--- src/rtl/timer_round_ctrl_if.sv ---
// Switch/sensor inputs and display/status outputs of the round timer.
// The master side drives the controls and the slave side is the controller.
interface timer_round_ctrl_if #(
    parameter int CNT_W = 4
);
    logic             START;
    logic             SOUNDSENSOR;
    logic             PRESET_LD;
    logic [CNT_W-1:0] PRESET_VAL;
    logic [CNT_W-1:0] TSEG0;
    logic             LED;
    logic [2:0]       ROUND;
    logic             BUSY;
    logic             DONE;
    logic [7:0]       BRK_CNT;

    modport master (
        output START, SOUNDSENSOR, PRESET_LD, PRESET_VAL,
        input  TSEG0, LED, ROUND, BUSY, DONE, BRK_CNT
    );

    modport slave (
        input  START, SOUNDSENSOR, PRESET_LD, PRESET_VAL,
        output TSEG0, LED, ROUND, BUSY, DONE, BRK_CNT
    );
endinterface

--- src/rtl/timer_round_ctrl.sv ---
// Multi-round 1 Hz countdown sequencer: arms, runs while sound is present,
// reloads on sound breaks, holds LED after expiry and counts completed rounds.
module timer_round_ctrl #(
    parameter int CNT_W      = 4,
    parameter int PRESET     = 3,
    parameter int ROUNDS     = 4,
    parameter int HOLD_TICKS = 2
) (
    input  logic                CLK1H,
    input  logic                RST,
    timer_round_ctrl_if.slave   bus
);
    localparam int HW = (HOLD_TICKS > 1) ? $clog2(HOLD_TICKS) : 1;

    typedef enum logic [2:0] {
        S_IDLE, S_ARMED, S_RUN, S_EXPIRED, S_DONE
    } state_t;

    state_t           state_q, state_d;
    logic [CNT_W-1:0] pre_q, pre_d;
    logic [CNT_W-1:0] tseg_q, tseg_d;
    logic [2:0]       round_q, round_d;
    logic [7:0]       brk_q, brk_d;
    logic [HW-1:0]    hold_q, hold_d;
    logic             led_q, busy_q, done_q;
    logic [CNT_W-1:0] ld_val;

    // A zero preset would expire without ever counting, so it is forced to 1.
    assign ld_val = (bus.PRESET_VAL == '0) ? CNT_W'(1) : bus.PRESET_VAL;

    always_comb begin
        state_d = state_q;
        pre_d   = pre_q;
        tseg_d  = tseg_q;
        round_d = round_q;
        brk_d   = brk_q;
        hold_d  = hold_q;
        if (state_q != S_IDLE && !bus.START) begin
            state_d = S_IDLE;
            tseg_d  = pre_q;
        end else begin
            case (state_q)
                S_IDLE: begin
                    if (bus.PRESET_LD) pre_d = ld_val;
                    tseg_d = pre_d;
                    if (bus.START) begin
                        state_d = S_ARMED;
                        round_d = '0;
                        brk_d   = '0;
                    end
                end
                // The arming tick already counts, so ARMED and RUN share the decrement.
                S_ARMED, S_RUN: begin
                    if (bus.SOUNDSENSOR) begin
                        if (tseg_q == CNT_W'(1)) begin
                            tseg_d  = '0;
                            state_d = S_EXPIRED;
                            hold_d  = HW'(HOLD_TICKS - 1);
                        end else begin
                            tseg_d  = tseg_q - CNT_W'(1);
                            state_d = S_RUN;
                        end
                    end else if (state_q == S_RUN) begin
                        tseg_d  = pre_q;
                        state_d = S_ARMED;
                        if (brk_q != 8'hFF) brk_d = brk_q + 8'd1;
                    end
                end
                S_EXPIRED: begin
                    tseg_d = '0;
                    if (hold_q == '0) begin
                        round_d = round_q + 3'd1;
                        if (round_q + 3'd1 == 3'(ROUNDS)) begin
                            state_d = S_DONE;
                        end else begin
                            state_d = S_ARMED;
                            tseg_d  = pre_q;
                        end
                    end else begin
                        hold_d = hold_q - HW'(1);
                    end
                end
                S_DONE:  tseg_d = '0;
                default: state_d = S_IDLE;
            endcase
        end
    end

    always_ff @(posedge CLK1H) begin
        if (RST) begin
            state_q <= S_IDLE;
            pre_q   <= CNT_W'(PRESET);
            tseg_q  <= CNT_W'(PRESET);
            round_q <= '0;
            brk_q   <= '0;
            hold_q  <= '0;
            led_q   <= 1'b0;
            busy_q  <= 1'b0;
            done_q  <= 1'b0;
        end else begin
            state_q <= state_d;
            pre_q   <= pre_d;
            tseg_q  <= tseg_d;
            round_q <= round_d;
            brk_q   <= brk_d;
            hold_q  <= hold_d;
            led_q   <= (state_d == S_EXPIRED) || (state_d == S_DONE);
            busy_q  <= (state_d == S_ARMED) || (state_d == S_RUN) || (state_d == S_EXPIRED);
            done_q  <= (state_d == S_DONE);
        end
    end

    assign bus.TSEG0   = tseg_q;
    assign bus.LED     = led_q;
    assign bus.ROUND   = round_q;
    assign bus.BUSY    = busy_q;
    assign bus.DONE    = done_q;
    assign bus.BRK_CNT = brk_q;
endmodule

--- src/flat_wrapper.sv ---
// flat-port wrapper written by rule: the top's interface ports become plain ports
module timer_round_ctrl_flat 
#(
    parameter int CNT_W      = 4,
    parameter int PRESET     = 3,
    parameter int ROUNDS     = 4,
    parameter int HOLD_TICKS = 2
)
  (CLK1H, RST, bus_START, bus_SOUNDSENSOR, bus_PRESET_LD, bus_PRESET_VAL, bus_TSEG0, bus_LED, bus_ROUND, bus_BUSY, bus_DONE, bus_BRK_CNT);
  timer_round_ctrl_if #(.CNT_W(CNT_W)) bus_i ();
  input  logic CLK1H;
  input  logic RST;
  input wire logic [$bits(bus_i.START)-1:0] bus_START;
  input wire logic [$bits(bus_i.SOUNDSENSOR)-1:0] bus_SOUNDSENSOR;
  input wire logic [$bits(bus_i.PRESET_LD)-1:0] bus_PRESET_LD;
  input wire logic [$bits(bus_i.PRESET_VAL)-1:0] bus_PRESET_VAL;
  output wire logic [$bits(bus_i.TSEG0)-1:0] bus_TSEG0;
  output wire logic [$bits(bus_i.LED)-1:0] bus_LED;
  output wire logic [$bits(bus_i.ROUND)-1:0] bus_ROUND;
  output wire logic [$bits(bus_i.BUSY)-1:0] bus_BUSY;
  output wire logic [$bits(bus_i.DONE)-1:0] bus_DONE;
  output wire logic [$bits(bus_i.BRK_CNT)-1:0] bus_BRK_CNT;
  assign bus_i.START = bus_START;
  assign bus_i.SOUNDSENSOR = bus_SOUNDSENSOR;
  assign bus_i.PRESET_LD = bus_PRESET_LD;
  assign bus_i.PRESET_VAL = bus_PRESET_VAL;
  assign bus_TSEG0 = bus_i.TSEG0;
  assign bus_LED = bus_i.LED;
  assign bus_ROUND = bus_i.ROUND;
  assign bus_BUSY = bus_i.BUSY;
  assign bus_DONE = bus_i.DONE;
  assign bus_BRK_CNT = bus_i.BRK_CNT;
  timer_round_ctrl #(.CNT_W(CNT_W), .PRESET(PRESET), .ROUNDS(ROUNDS), .HOLD_TICKS(HOLD_TICKS)) u_core (.CLK1H(CLK1H), .RST(RST), .bus(bus_i));
endmodule
--- config.mk ---
export PLATFORM = sky130hd
export DESIGN_NAME = timer_round_ctrl_flat
export DESIGN_NICKNAME = d
export VERILOG_FILES = /design/src/rtl/timer_round_ctrl_if.sv /design/src/rtl/timer_round_ctrl.sv /design/src/flat_wrapper.sv
export SDC_FILE = /design/constraint.sdc
export NUM_CORES = 1
export LEC_CHECK = 0
export ABC_AREA = 1
export CAP_MARGIN = 20
export CORE_ASPECT_RATIO = 0.8
export CORE_MARGIN = 8
export CORE_UTILIZATION = 40
export DETAILED_ROUTE_END_ITERATION = 16
export PLACE_DENSITY = 0.71
export SYNTH_ARGS = -nofsm -noshare
export SYNTH_HDL_FRONTEND = slang
export SYNTH_SLANG_ARGS = --single-unit
--- constraint.sdc ---
create_clock -name CLK1H -period 1.6 [get_ports CLK1H]
set_input_delay 0.24 -clock CLK1H [delete_from_list [all_inputs] [get_ports CLK1H]]
set_output_delay 0.24 -clock CLK1H [all_outputs]
set_load 0.01 [all_outputs]
==> impl_summary.md <==
Worst setup path
The category of the worst setup path capture point is an output port. Data on the critical path is required at its endpoint by 1.36 ns. Counting both buffers and inverters, the worst setup path holds a total of 2. The kind of cell adding the most delay to the critical path is buffers and inverters. The slowest cell on the critical path is sky130_fd_sc_hd__clkdlybuf4s50_1. STA classifies the critical path startpoint as a flip-flop. On the worst path, the slowest cell contributes a delay of 0.53 ns. The signal on the critical path passes through buf_4, clkdlybuf4s50_1.

The data arrival at the endpoint of the critical path is 1.28 ns. In this run the worst path has a maximum fanout of 4. The start-to-end type of the worst setup path is flip-flop to output port.

Clocking
The clock input transition at the sequential cells of the worst setup and hold paths is 0.09 ns. TritonCTS built the clock tree. Clock tree synthesis selected as its root buffer the cell sky130_fd_sc_hd__clkbuf_8. The clock latency of the later-clocked register in the worst-skew pair is 0.27 ns. The TritonCTS buffer count is 3. CTS saw 26 sinks. The number of buffers on the longest clock path is 2.

The total number of H-tree levels is 1.

STA
The total count of hold-check failures in the final report is 0. Setup violations remaining at the end of the flow were counted as 0. The worst path uses 94.8% of the clock period. The actual slew at the worst max-slew pin is 0.264 ns. Setup repair after global routing left no endpoint under its margin. The accumulated negative setup slack is 0 ns. The number of pins with negative max-slew slack in the final report is 0. Derived from the worst setup path, the maximum achievable clock frequency is 659 MHz. The worst-case setup margin in the final layout is 0.0834 ns.

The worst clock skew on the final layout is 0.00229 ns. The tightest slew margin relative to the limit is 82.2%. Counting I/O delays and the setup requirement, the final critical path takes 1.52 ns.

Global routing
For this run, the total global-route usage over all layers was measured as 12.2%. The first-pass GRT wire length is 6.20 mm. The initial antenna violation count is 0.

The number of global-route vias before repair is 1344. Entering global routing, the biggest net connects 17 pins. The total grt overflow is 0.

Pwr
The peak ir drop on the vdd network is 619 µV. The power per cell area is 856 nW/µm². The static leakage is 0.821 nW.

Synthesis
The most frequent cell after synthesis is sky130_fd_sc_hd__nand2_1. Among all flip-flop cells after synthesis, the most frequent one is sky130_fd_sc_hd__dfxtp_1. Of all cell types, the one taking the most synthesized area is sky130_fd_sc_hd__dfxtp_1. After synthesis the cells add up to 1560 µm². The count of state elements after synthesis is 26.

The fraction of registers with async set/reset is 0%. The mean instance size in the synthesized netlist is 6.67 µm². In the synthesized netlist, the cells that appear most often are sky130_fd_sc_hd__nand2_1, sky130_fd_sc_hd__nor2_1, sky130_fd_sc_hd__dfxtp_1, sky130_fd_sc_hd__inv_1, sky130_fd_sc_hd__a21oi_1. The number of different library cells used by synthesis comes to 28. The cell count after synthesis is 234. Of the post-synthesis cell area, the dominant cell type holds 33.3%. Yosys attributes the largest share of cell area to sky130_fd_sc_hd__dfxtp_1, sky130_fd_sc_hd__nand2_1, sky130_fd_sc_hd__nor2_1. The number of nets in the synthesized netlist is 248. Of the synthesized area, sequential elements account for 33.3%. During synthesis, Yosys emitted a total of 0 warnings. The synthesized design contains 0 enable-type register cells.

Placed design
The wire-length estimate of the detail-placed layout is 2.86 mm. At the end of routability-driven placement, the weighted congestion stood at 0.884. The number of input and output port buffers inserted is 26.

The post-placement cell count is 318. The pre-CTS setup slack is 0.0290 ns. Once placement finished, the instance area stood at 1920 µm².

Layout
The number of antenna diodes in the final layout is 0. Summing all non-filler instances in the final layout gives an area of 2010 µm². The area growth from synthesis to layout is 28.8%. The fraction of final layout cells sized beyond drive strength 1 is 15.7%. The number of standard cells in the layout, taps in and fillers out is 323. Once layout is complete, the utilization of the core stands at 53.2%.

The layout net count is 283.

Drt
Dividing the detail-routed via count by the number of cells gives 4.72. The final layout contains routed wiring with a total length of 3.72 mm. The first-pass iteration count of the detailed router is 4. The via count is 1524. The number of remaining DRC errors is 0.

The detail route stage leaves a number of antenna-violating nets equal to 0. The number of DRC violations after detailed-routing iteration 0 is 118. The average routed wire per standard cell is 11.5 µm.

Floorplan
In this run the count of I/O pins placed on the die edge is 27. The total core area is 3780 µm². The die is 71.9 µm tall. The chip width is 85.9 µm. The die area is 6170 µm². The initial utilization of the core area, before any placement, comes to 41.3%. The standard-cell row count is 20.

Run status
The run finished with clean final reports.

Job
Across the run, the number of max-cap violations was 0.

Worst hold path
The path class of the tightest hold or removal check is flip-flop to flip-flop.
[final timing paths]
kind | from | slack, ns | end | depth (start not counted)
worst max-delay path | u_core.bus.BRK_CNT[0] | 0.08 | bus_BRK_CNT[0] | 2
worst min-delay path | u_core.pre_q[1] | 0.51 | u_core.pre_q[1] | 2
worst max register to register | u_core.state_q[2] | 0.14 | u_core.bus.BRK_CNT[1] | 11
worst min register to register | u_core.pre_q[1] | 0.51 | u_core.pre_q[1] | 2
[worst min-delay path, cell delays in order (launching register included)]
cell                      delay, ns
sky130_fd_sc_hd__dfxtp_1       0.32
sky130_fd_sc_hd__inv_1         0.07
sky130_fd_sc_hd__o21ai_0       0.08
[state kept, by name (all words and copies together) (netlist names)]
register / cells
u_core.bus.BRK_CNT: 8
u_core.bus.BUSY: 1
u_core.bus.DONE: 1
u_core.bus.LED: 1
u_core.bus.ROUND: 3
u_core.bus.TSEG0: 4
u_core.hold_q: 1
u_core.pre_q: 4
u_core.state_q: 3
[per-stage QoR]
step	total power, mW	hold slack (ns)
after floorplan	1.10	0.459
after global placement	1.28	0.489
after detailed placement	1.28	0.492
after CTS	1.72	0.506
after global routing	1.83	0.538
final	1.72	0.508
[final cells by class]
type,count,area [µm²]
Tap cell,55,68.8
Fill cell,386,1770
Clock buffer,4,55.1
Timing Repair Buffer,32,305
Inverter,29,114
Multi-Input combinational cell,177,943
Sequential cell,26,524
[layout by cell type (no fill, tap or decap), types with 2 or more instances in the layout]
cell type	netlist	layout
sky130_fd_sc_hd__nand2_2	4	3
sky130_fd_sc_hd__xor2_1	3	3
sky130_fd_sc_hd__nor2_2	2	2
sky130_fd_sc_hd__buf_4	0	6
sky130_fd_sc_hd__nor2_4	2	3
sky130_fd_sc_hd__ha_1	5	4
sky130_fd_sc_hd__nand3_2	1	2
sky130_fd_sc_hd__nand2_4	3	4
sky130_fd_sc_hd__nor2_1	31	30
sky130_fd_sc_hd__inv_4	2	2
sky130_fd_sc_hd__inv_2	4	4
sky130_fd_sc_hd__o21ai_0	13	13
sky130_fd_sc_hd__a21oi_2	6	7
sky130_fd_sc_hd__xnor2_1	3	3
sky130_fd_sc_hd__a21oi_1	18	17
sky130_fd_sc_hd__dfxtp_1	26	23
sky130_fd_sc_hd__o21ai_1	9	9
sky130_fd_sc_hd__clkdlybuf4s50_1	0	26
sky130_fd_sc_hd__nand3_1	13	12
sky130_fd_sc_hd__inv_1	22	22
sky130_fd_sc_hd__dfxtp_2	0	3
sky130_fd_sc_hd__nand2_1	57	57
sky130_fd_sc_hd__clkbuf_8	0	4
[per-layer routing]
| layer | wire (µm) | global-route usage, % |
|---|---|---|
| met4 | 17 | 2.33 |
| met3 | 252 | 3.54 |
| met5 | 0 | 0 |
| met2 | 1610 | 19.1 |
| met1 | 1840 | 16.3 |
[kinds of logic (layout without fill, tap and decap cells)]
family          count (synthesis)  in the layout  share of synthesized area, %
compound gates                 48             48                          17.3
simple gates                  117            117                          33.6
buf+inv                        31             65                          7.77
flops                          26             26                          33.3
xor+xnor                        6              6                          3.37
fa+ha+maj                       5              5                          4.01
mux                             1              1                         0.641
[power by group]
part	switching (mW)	total, mW	internal, mW
Combinational	0.320	0.541	0.221
Clock	0.208	0.428	0.220
Sequential	0.0460	0.752	0.706
[what timing repair did]
action / 4_1_cts / 5_1_grt
hold endpoints to repair: 0 / 0
setup buffers: 0 / 1
resized for setup: 0 / 9
setup endpoints to repair: 0 / 10
hold buffers: 0 / 0
(Power assumes the default switching activity.)
